### config.mk
export PLATFORM = sky130hd
export DESIGN_NAME = clock_set_ctrl
export DESIGN_NICKNAME = d
export VERILOG_FILES = /design/src/rtl/clock_pkg.sv /design/src/rtl/btn_debounce.sv /design/src/rtl/clock_set_ctrl.sv
export SDC_FILE = /design/constraint.sdc
export NUM_CORES = 1
export LEC_CHECK = 0
export ABC_AREA = 1
export BUFFER_PORTS_ARGS = -buffer_cell sky130_fd_sc_hd__buf_2
export CAP_MARGIN = 5
export CELL_PAD_IN_SITES_DETAIL_PLACEMENT = 1
export CELL_PAD_IN_SITES_GLOBAL_PLACEMENT = 1
export CORE_MARGIN = 2
export CORE_UTILIZATION = 47
export DETAILED_ROUTE_END_ITERATION = 7
export HOLD_SLACK_MARGIN = 0.03
export PLACE_DENSITY = 0.82
export SYNTH_ARGS = -nofsm -noshare
export SYNTH_HDL_FRONTEND = slang
export SYNTH_SLANG_ARGS = --single-unit
### constraint.sdc
create_clock -name clk -period 1.7 [get_ports clk]
set_input_delay 0.17 -clock clk [delete_from_list [all_inputs] [get_ports clk]]
set_output_delay 0.17 -clock clk [all_outputs]
set_load 0.02 [all_outputs]
### src/rtl/clock_pkg.sv
// Shared types and helpers for the 12-hour clock time-set logic.
package clock_pkg;

  // Time-set state; encoding 2'b11 is never produced and behaves as RUN.
  typedef enum logic [1:0] {
    RUN     = 2'b00,
    SET_HR  = 2'b01,
    SET_MIN = 2'b10
  } set_state_t;

  // Bit positions of the two buttons inside the conditioned button vectors.
  localparam int BTN_MODE = 0;
  localparam int BTN_INC  = 1;

  // Number of system clock cycles a button must be steady before it is accepted.
  function automatic int db_cycles(input int clk_hz, input int debounce_ms);
    return clk_hz / 1000 * debounce_ms;
  endfunction

endpackage

### src/rtl/btn_debounce.sv
// Button conditioning: 2-FF synchroniser, stability counter and a one-cycle
// press pulse on the accepted rising edge. Raw edge to press pulse is 2 + DB_CYC cycles.
module btn_debounce
  import clock_pkg::*;
#(
  parameter int CLK_HZ      = 100_000_000,
  parameter int DEBOUNCE_MS = 20
) (
  input  logic clk,
  input  logic rst,
  input  logic btn,
  output logic level,
  output logic press
);

  localparam int DB_CYC = db_cycles(CLK_HZ, DEBOUNCE_MS);
  localparam int CW     = $clog2(DB_CYC + 1);

  logic [1:0]    sync_reg;
  logic          level_reg;
  logic          press_reg;
  logic [CW-1:0] cnt_reg;

  // Bring the asynchronous button into the clk domain.
  always_ff @(posedge clk or negedge rst) begin
    if (!rst) sync_reg <= '0;
    else      sync_reg <= {sync_reg[0], btn};
  end

  // Accept a new level only after DB_CYC consecutive disagreeing samples; pulse on acceptance of a 1.
  always_ff @(posedge clk or negedge rst) begin
    if (!rst) begin
      cnt_reg   <= '0;
      level_reg <= 1'b0;
      press_reg <= 1'b0;
    end else begin
      press_reg <= 1'b0;
      if (sync_reg[1] == level_reg) begin
        cnt_reg <= '0;
      end else if (cnt_reg == CW'(DB_CYC - 1)) begin
        cnt_reg   <= '0;
        level_reg <= sync_reg[1];
        press_reg <= sync_reg[1];
      end else begin
        cnt_reg <= cnt_reg + 1'b1;
      end
    end
  end

  assign level = level_reg;
  assign press = press_reg;

endmodule

### src/rtl/clock_set_ctrl.sv
// Time-set controller: MODE steps RUN -> SET_HR -> SET_MIN -> RUN, INC raises a
// level advance request that the datapath consumes on its next tick_1hz.
// Optional feature macro: CLKSET_AUTOREPEAT_EN (hold INC for continuous advance).
module clock_set_ctrl
  import clock_pkg::*;
#(
  parameter int CLK_HZ      = 100_000_000,
  parameter int DEBOUNCE_MS = 20,
  parameter int TIMEOUT_S   = 10,
  parameter int HOLD_TICKS  = 2
) (
  input  logic       clk,
  input  logic       rst,
  input  logic       btn_mode,
  input  logic       btn_inc,
  input  logic       tick_1hz,
  output logic       adv_hr,
  output logic       adv_min,
  output logic [1:0] set_mode,
  output logic       blink_hr,
  output logic       blink_min
);

  localparam int IW = $clog2(TIMEOUT_S + 1);

  logic [1:0] btn_raw;
  logic [1:0] btn_level;
  logic [1:0] btn_press;
  logic       mode_press;
  logic       inc_press;
  logic       in_set;
  logic       repeat_fire;
  logic       unused_ok;

  set_state_t    state_reg, state_next;
  logic          pend_hr_reg, pend_hr_next;
  logic          pend_min_reg, pend_min_next;
  logic [IW-1:0] idle_reg, idle_next;
  logic          blink_ph_reg;

  assign btn_raw = {btn_inc, btn_mode};

  for (genvar gi = 0; gi < 2; gi++) begin : g_btn
    btn_debounce #(
      .CLK_HZ      (CLK_HZ),
      .DEBOUNCE_MS (DEBOUNCE_MS)
    ) u_db (
      .clk   (clk),
      .rst   (rst),
      .btn   (btn_raw[gi]),
      .level (btn_level[gi]),
      .press (btn_press[gi])
    );
  end

  assign mode_press = btn_press[BTN_MODE];
  assign inc_press  = btn_press[BTN_INC];
  assign in_set     = (state_reg == SET_HR) || (state_reg == SET_MIN);

`ifdef CLKSET_AUTOREPEAT_EN
  localparam int HW = $clog2(HOLD_TICKS + 1);
  logic [HW-1:0] hold_reg;

  // Count ticks while INC is held in a set state, saturating at HOLD_TICKS.
  always_ff @(posedge clk or negedge rst) begin
    if (!rst)                                           hold_reg <= '0;
    else if (!in_set || !btn_level[BTN_INC])            hold_reg <= '0;
    else if (tick_1hz && hold_reg != HW'(HOLD_TICKS))   hold_reg <= hold_reg + 1'b1;
  end

  // The tick on which the hold count reaches HOLD_TICKS, and every tick after, re-arms a request.
  assign repeat_fire = tick_1hz & btn_level[BTN_INC] & in_set & (hold_reg >= HW'(HOLD_TICKS - 1));
  assign unused_ok   = &{1'b0, btn_level[BTN_MODE]};
`else
  assign repeat_fire = 1'b0;
  // Debounced levels only matter for auto-repeat.
  assign unused_ok   = &{1'b0, btn_level, (HOLD_TICKS != 0)};
`endif

  // State, request and idle registers.
  always_ff @(posedge clk or negedge rst) begin
    if (!rst) begin
      state_reg    <= RUN;
      pend_hr_reg  <= 1'b0;
      pend_min_reg <= 1'b0;
      idle_reg     <= '0;
    end else begin
      state_reg    <= state_next;
      pend_hr_reg  <= pend_hr_next;
      pend_min_reg <= pend_min_next;
      idle_reg     <= idle_next;
    end
  end

  // Requests drop after the tick that delivered them; presses see the pre-transition state.
  always_comb begin
    state_next    = state_reg;
    pend_hr_next  = pend_hr_reg & ~tick_1hz;
    pend_min_next = pend_min_reg & ~tick_1hz;
    idle_next     = idle_reg;

    case (state_reg)
      SET_HR:  if (inc_press || repeat_fire) pend_hr_next = 1'b1;
      SET_MIN: if (inc_press || repeat_fire) pend_min_next = 1'b1;
      default: ;
    endcase

    if (mode_press) begin
      idle_next = '0;
      case (state_reg)
        SET_HR:  state_next = SET_MIN;
        SET_MIN: state_next = RUN;
        default: state_next = SET_HR;
      endcase
    end else if (in_set) begin
      // An auto-repeat advance counts as user activity, so holding INC never times out.
      if (inc_press || repeat_fire) begin
        idle_next = '0;
      end else if (tick_1hz) begin
        if (idle_reg == IW'(TIMEOUT_S - 1)) begin
          idle_next  = '0;
          state_next = RUN;
        end else begin
          idle_next = idle_reg + 1'b1;
        end
      end
    end else begin
      idle_next = '0;
    end
  end

  // Display blink phase flips once per second.
  always_ff @(posedge clk or negedge rst) begin
    if (!rst) blink_ph_reg <= 1'b0;
    else      blink_ph_reg <= blink_ph_reg ^ tick_1hz;
  end

  assign adv_hr    = pend_hr_reg;
  assign adv_min   = pend_min_reg;
  assign set_mode  = state_reg;
  assign blink_hr  = (state_reg == SET_HR) & blink_ph_reg;
  assign blink_min = (state_reg == SET_MIN) & blink_ph_reg;

endmodule

# Yosys cells after proc, flatten, opt, wreduce, memory -nomap -nowiden
# Index checks and enable logic that the tools add are counted.
dict set report op_classes {
  muxes 23
  bitwise 8
  reduce_logical 7
  n_eq_ne 9
  add_sub_neg 3
}
# operator count
set op_table {}
lappend op_table {{$mux W21} 4}
lappend op_table {{$add A21 B1 Y21 const B} 2}
lappend op_table {{$eq A21 B21 Y1 const B} 2}
lappend op_table {{$mux W4} 5}
lappend op_table {{$mux W2} 5}
lappend op_table {{$mux W1} 8}
lappend op_table {{$reduce_bool A2 Y1} 3}
lappend op_table {{$add A4 B1 Y4 const B} 1}
lappend op_table {{$and A1 B1 Y1} 4}
lappend op_table {{$eq A4 B4 Y1 const B} 1}
lappend op_table {{$ne A4 B2 Y1 const B} 1}
lappend op_table {{$pmux W2 S2} 1}
lappend op_table {{$reduce_and A2 Y1} 2}
lappend op_table {{$reduce_and A4 Y1} 1}
lappend op_table {{$not A1 Y1} 3}
lappend op_table {{$eq A1 B1 Y1} 2}
lappend op_table {{$eq A2 B1 Y1 const B} 1}
lappend op_table {{$eq A2 B2 Y1 const B} 1}
lappend op_table {{$ne A2 B2 Y1 const B} 1}
lappend op_table {{$logic_or A1 B1 Y1} 1}
lappend op_table {{$xor A1 B1 Y1} 1}
dict set report totals {
  elab_cells 63
  input_bits 5
  ff_bits 59
  out_inout_bits 6
}

# Logic depth before layout (Yosys ltp)
dict set report logic_depth {
  depth_word 6
  mapped_depth 10
  mapped_depth_nobuf 10
}

# Cells and area by module
# From an unflattened synthesis, not the netlist that was laid out.
dict set report unflattened {
  hier_cells 407
  area_unflattened_um2 3200.6
}
# module cells_each area_each_um2 n_inst seq_area_each_um2
set modules_own_cells {}
lappend modules_own_cells {btn_debounce 171 1335.0 2 625.6}
lappend modules_own_cells {clock_set_ctrl 65 530.5 1 225.2}

# Worst setup path before layout
# No wires, ideal clock.
dict set report synth_path {
  path_kind {reg2reg}
  from {register state_reg[0] (netlist: set_mode[0])}
  to {register state_reg[0] (netlist: set_mode[0])}
  setup_time_ns 0.131
  t_arrival_ns 1.370
  path_stages_with_launch 7
  synth_period_minus_slack_ns 1.501
  path_buffers 0
  required_time_ns 1.569
  setup_slack_ns 0.199
  path_cell_list {dfrtp_1 -> inv_1 -> ha_1 -> nor3_1 -> inv_1 -> o21ai_0 -> o22ai_1}
}
dict set report synth_between {
  elab_chain_cells 4
  word_cells_on_any_way 7
  classes_between {2 x eq/ne; 2 x mux; 3 x reduce/logical}
}
# element line
set synth_rtl {}
lappend synth_rtl {{from (decl)} clock_set_ctrl.sv:35} ;# set_state_t state_reg, state_next;
lappend synth_rtl {{from (signal assigned)} clock_set_ctrl.sv:88} ;# state_reg <= state_next;
lappend synth_rtl {{$eq A2 B1 Y1 or $eq A2 B2 Y1 (tied branches)} {clock_set_ctrl.sv:58, clock_set_ctrl.sv:110}}
lappend synth_rtl {{$logic_or A1 B1 Y1} clock_set_ctrl.sv:58} ;# assign in_set = (state_reg == SET_HR) || (state_reg == SET_MIN);
lappend synth_rtl {{$reduce_bool A2 Y1 (no line)} --}
lappend synth_rtl {{$reduce_and A4 Y1 (no line)} --}
# Parallel ways exist; a longest one is shown, timed or not.
# A chain may end at the register's enable or synchronous reset.

# Final worst setup path
# Ends and elaborated chain as after synthesis.

==> results.tsv <==
metric	value	unit
outcome	completed	
finished layout cell area	3490	um^2
Critical Path RT	1.89	ns
Post-synth ARST share	1.00	
final wirelength	6820	um
Leak	1.64	nW
Reg clk slew, reported paths	0.06	ns
row count	29	
Die H	85.7	um
Synth area leaders	dfrtp_1, nor2_1, nand2_1	
initial antenna violation count	0	
Synth Warn #	0	
final number of max-transition violations	0	
CTS tree	built	
Setup TNS Final	0	ns
Initial DRC Count	88	
Post-Syn Area per Cell	8.28	um^2
commonest cells after routing, fill and taps aside	nor2_1, nand2_1, dfrtp_1	
post-synthesis sequential area ratio	0.471	
Final nets	415	
gpl congestion	0.784	
CTS root buf	clkbuf_8	
worst skew pair latency	0.33	ns
# DRC	0	
Distinct cells, synth	32	
worst relative slew slack	0.766	
htree depth	3	
power per cell area	755	nW/um^2
mapped cell area	3140	um^2
fin crit period	1.56	ns
Slew @ Worst Pin	0.349	ns
Critical path origin	set_mode[0]$_DFFE_PN0P_	
chip width	85.7	um
EDFF count, synth	0	
vias per cell	5.11	
#FFs+latches synth	59	
total number of vias	2480	
hold_sp	tick_1hz	
Max-cap violations	0	
Cell Area, Placed	3300	um^2
Synth top area share	0.471	
PnR worst setup slack	0.142	ns
share of cells above drive strength 1	0.176	
Core Box Area	6390	um^2
Placement Setup Slack	0.138	ns
Final Hold Vio Count	0	
CTS resizes	0	
WS Path Type	flop to flop	
max reg flops	42	
pin count of the biggest net entering global routing	60	
fmax	642	MHz
cell taking the most area after synthesis	dfrtp_1	
grt ovf	0	
TritonRoute pass-1 iters	4	
Die ar.	7340	um^2
Fin Clk Skew	0.0114	ns
commonest non-fill, non-tap cell in the layout	nor2_1	
maximum vdd drop	0.608	mV
period utilisation layout	0.916	
antenna-violating nets left	0	
initial core utilization	0.491	
Clock Sinks	59	
first-pass GRT wire length	11900	um
main flop type after synthesis	dfrtp_1	
Net Count, Synth	390	
All-Layer GR Usage	0.207	
CTS buffer count	9	
antenna fix cells	0	
Setup crit end kind	flop	
Longest Clk Path Bufs	2	
vias in the first global route	2587	
Routed WL per cell	14.1	um
crit path launch type	flop	
worst-path maximum fanout	3	
hold crit path type	input port to flop	
Setup violations, final	0	
synthesis-to-layout area growth	11.4	%
Top-Level Pins	11	
Port Buf Inserts	10	
R2R Path Start	set_mode[0]$_DFFE_PN0P_	
DP HPWL	5130	um
Synth Instances	379	
worst path arrival time	1.75	ns
Design Power	2.64	mW
RSZ-0062 raised after global routing	false	
==> power by group <==
part	internal, mW	total (mW)	leakage, nW	switching, mW
combinational	0.0336	0.105	0.756	0.0716
sequential	1.43	1.46	0.797	0.0242
clock	0.554	1.07	0.0860	0.521
total	2.02	2.64	1.64	0.617
==> worst max-delay path: stages, from the launching register on <==
cell,delay (ns)
dfrtp_1,0.38
inv_1,0.07
ha_1,0.30
nor3_1,0.25
inv_1,0.06
o21ai_0,0.25
o22ai_1,0.12
==> routing by layer <==
layer,vias to the layer above,share of wire,global-route usage
met3,7,0.020,0.0346
met1,1221,0.47,0.272
met5,-,0,0
li1,1229,-,-
met2,23,0.49,0.349
met4,0,0.012,0.0693
==> through the flow <==
step | hold WS [ns] | util | cells
after floorplan | -0.126 | - | 379
after global placement | 0.204 | 0.517 | 467
after detailed placement | 0.201 | 0.517 | 467
after CTS | 0.0380 | 0.547 | 485
after global routing | 0.0532 | 0.547 | 485
final | 0.0518 | 0.547 | 485
==> worst paths after layout <==
path	to	slack, ns	cells after the start
worst min register to register	g_btn[1].u_db.sync_reg[1]$_DFF_PN0_	0.36	0
max in group asynchronous	g_btn[0].u_db.cnt_reg[9]$_DFF_PN0_	1.05	3
worst min-delay path	blink_ph_reg$_DFF_PN0_	0.05	2
worst max-delay path	set_mode[0]$_DFFE_PN0P_	0.14	6
worst max register to register	set_mode[0]$_DFFE_PN0P_	0.14	6
min in group asynchronous	g_btn[1].u_db.cnt_reg[13]$_DFF_PN0_	0.38	3
==> Yosys cell counts (2+ instances only) <==
master,n
ha_1,6
nor2_2,7
nor2_4,9
dfrtp_1,59
nor4_1,2
xor2_1,11
inv_2,5
nand2_4,3
nand2_1,73
a21oi_1,6
o21ai_0,4
nor3_1,11
inv_1,44
o22ai_1,5
xnor2_1,7
nand2_2,13
nand3_1,10
nand3_2,6
nand4_1,9
nor2_1,77
==> cells by family (layout without fill, tap and decap cells) <==
| group | count (synthesis) | count (layout) | synth area share |
|---|---|---|---|
| simple gates | 225 | 225 | 0.350 |
| fa+ha+maj | 6 | 6 | 0.0239 |
| compound gates | 18 | 18 | 0.0331 |
| xor+xnor | 19 | 19 | 0.0554 |
| buf+inv | 51 | 80 | 0.0634 |
| mux | 1 | 1 | 0.00319 |
| flops | 59 | 59 | 0.471 |
==> final cells by class <==
| cell class | count | area, um^2 |
|---|---|---|
| clock buffer | 12 | 145 |
| clock inverter | 3 | 15.0 |
| fill | 791 | 2890 |
| inverter | 51 | 199 |
| multi-input combinational | 269 | 1460 |
| sequential | 59 | 1480 |
| tap | 77 | 96.3 |
| timing repair buffer | 14 | 100 |
==> timing repair <==
action / 4_1_cts / 5_1_grt
endpoints found under the hold margin: 61 / 0
setup buffers: 0 / 0
hold buffers: 3 / 0
No activity file was read; power rests on OpenSTA's default activity.
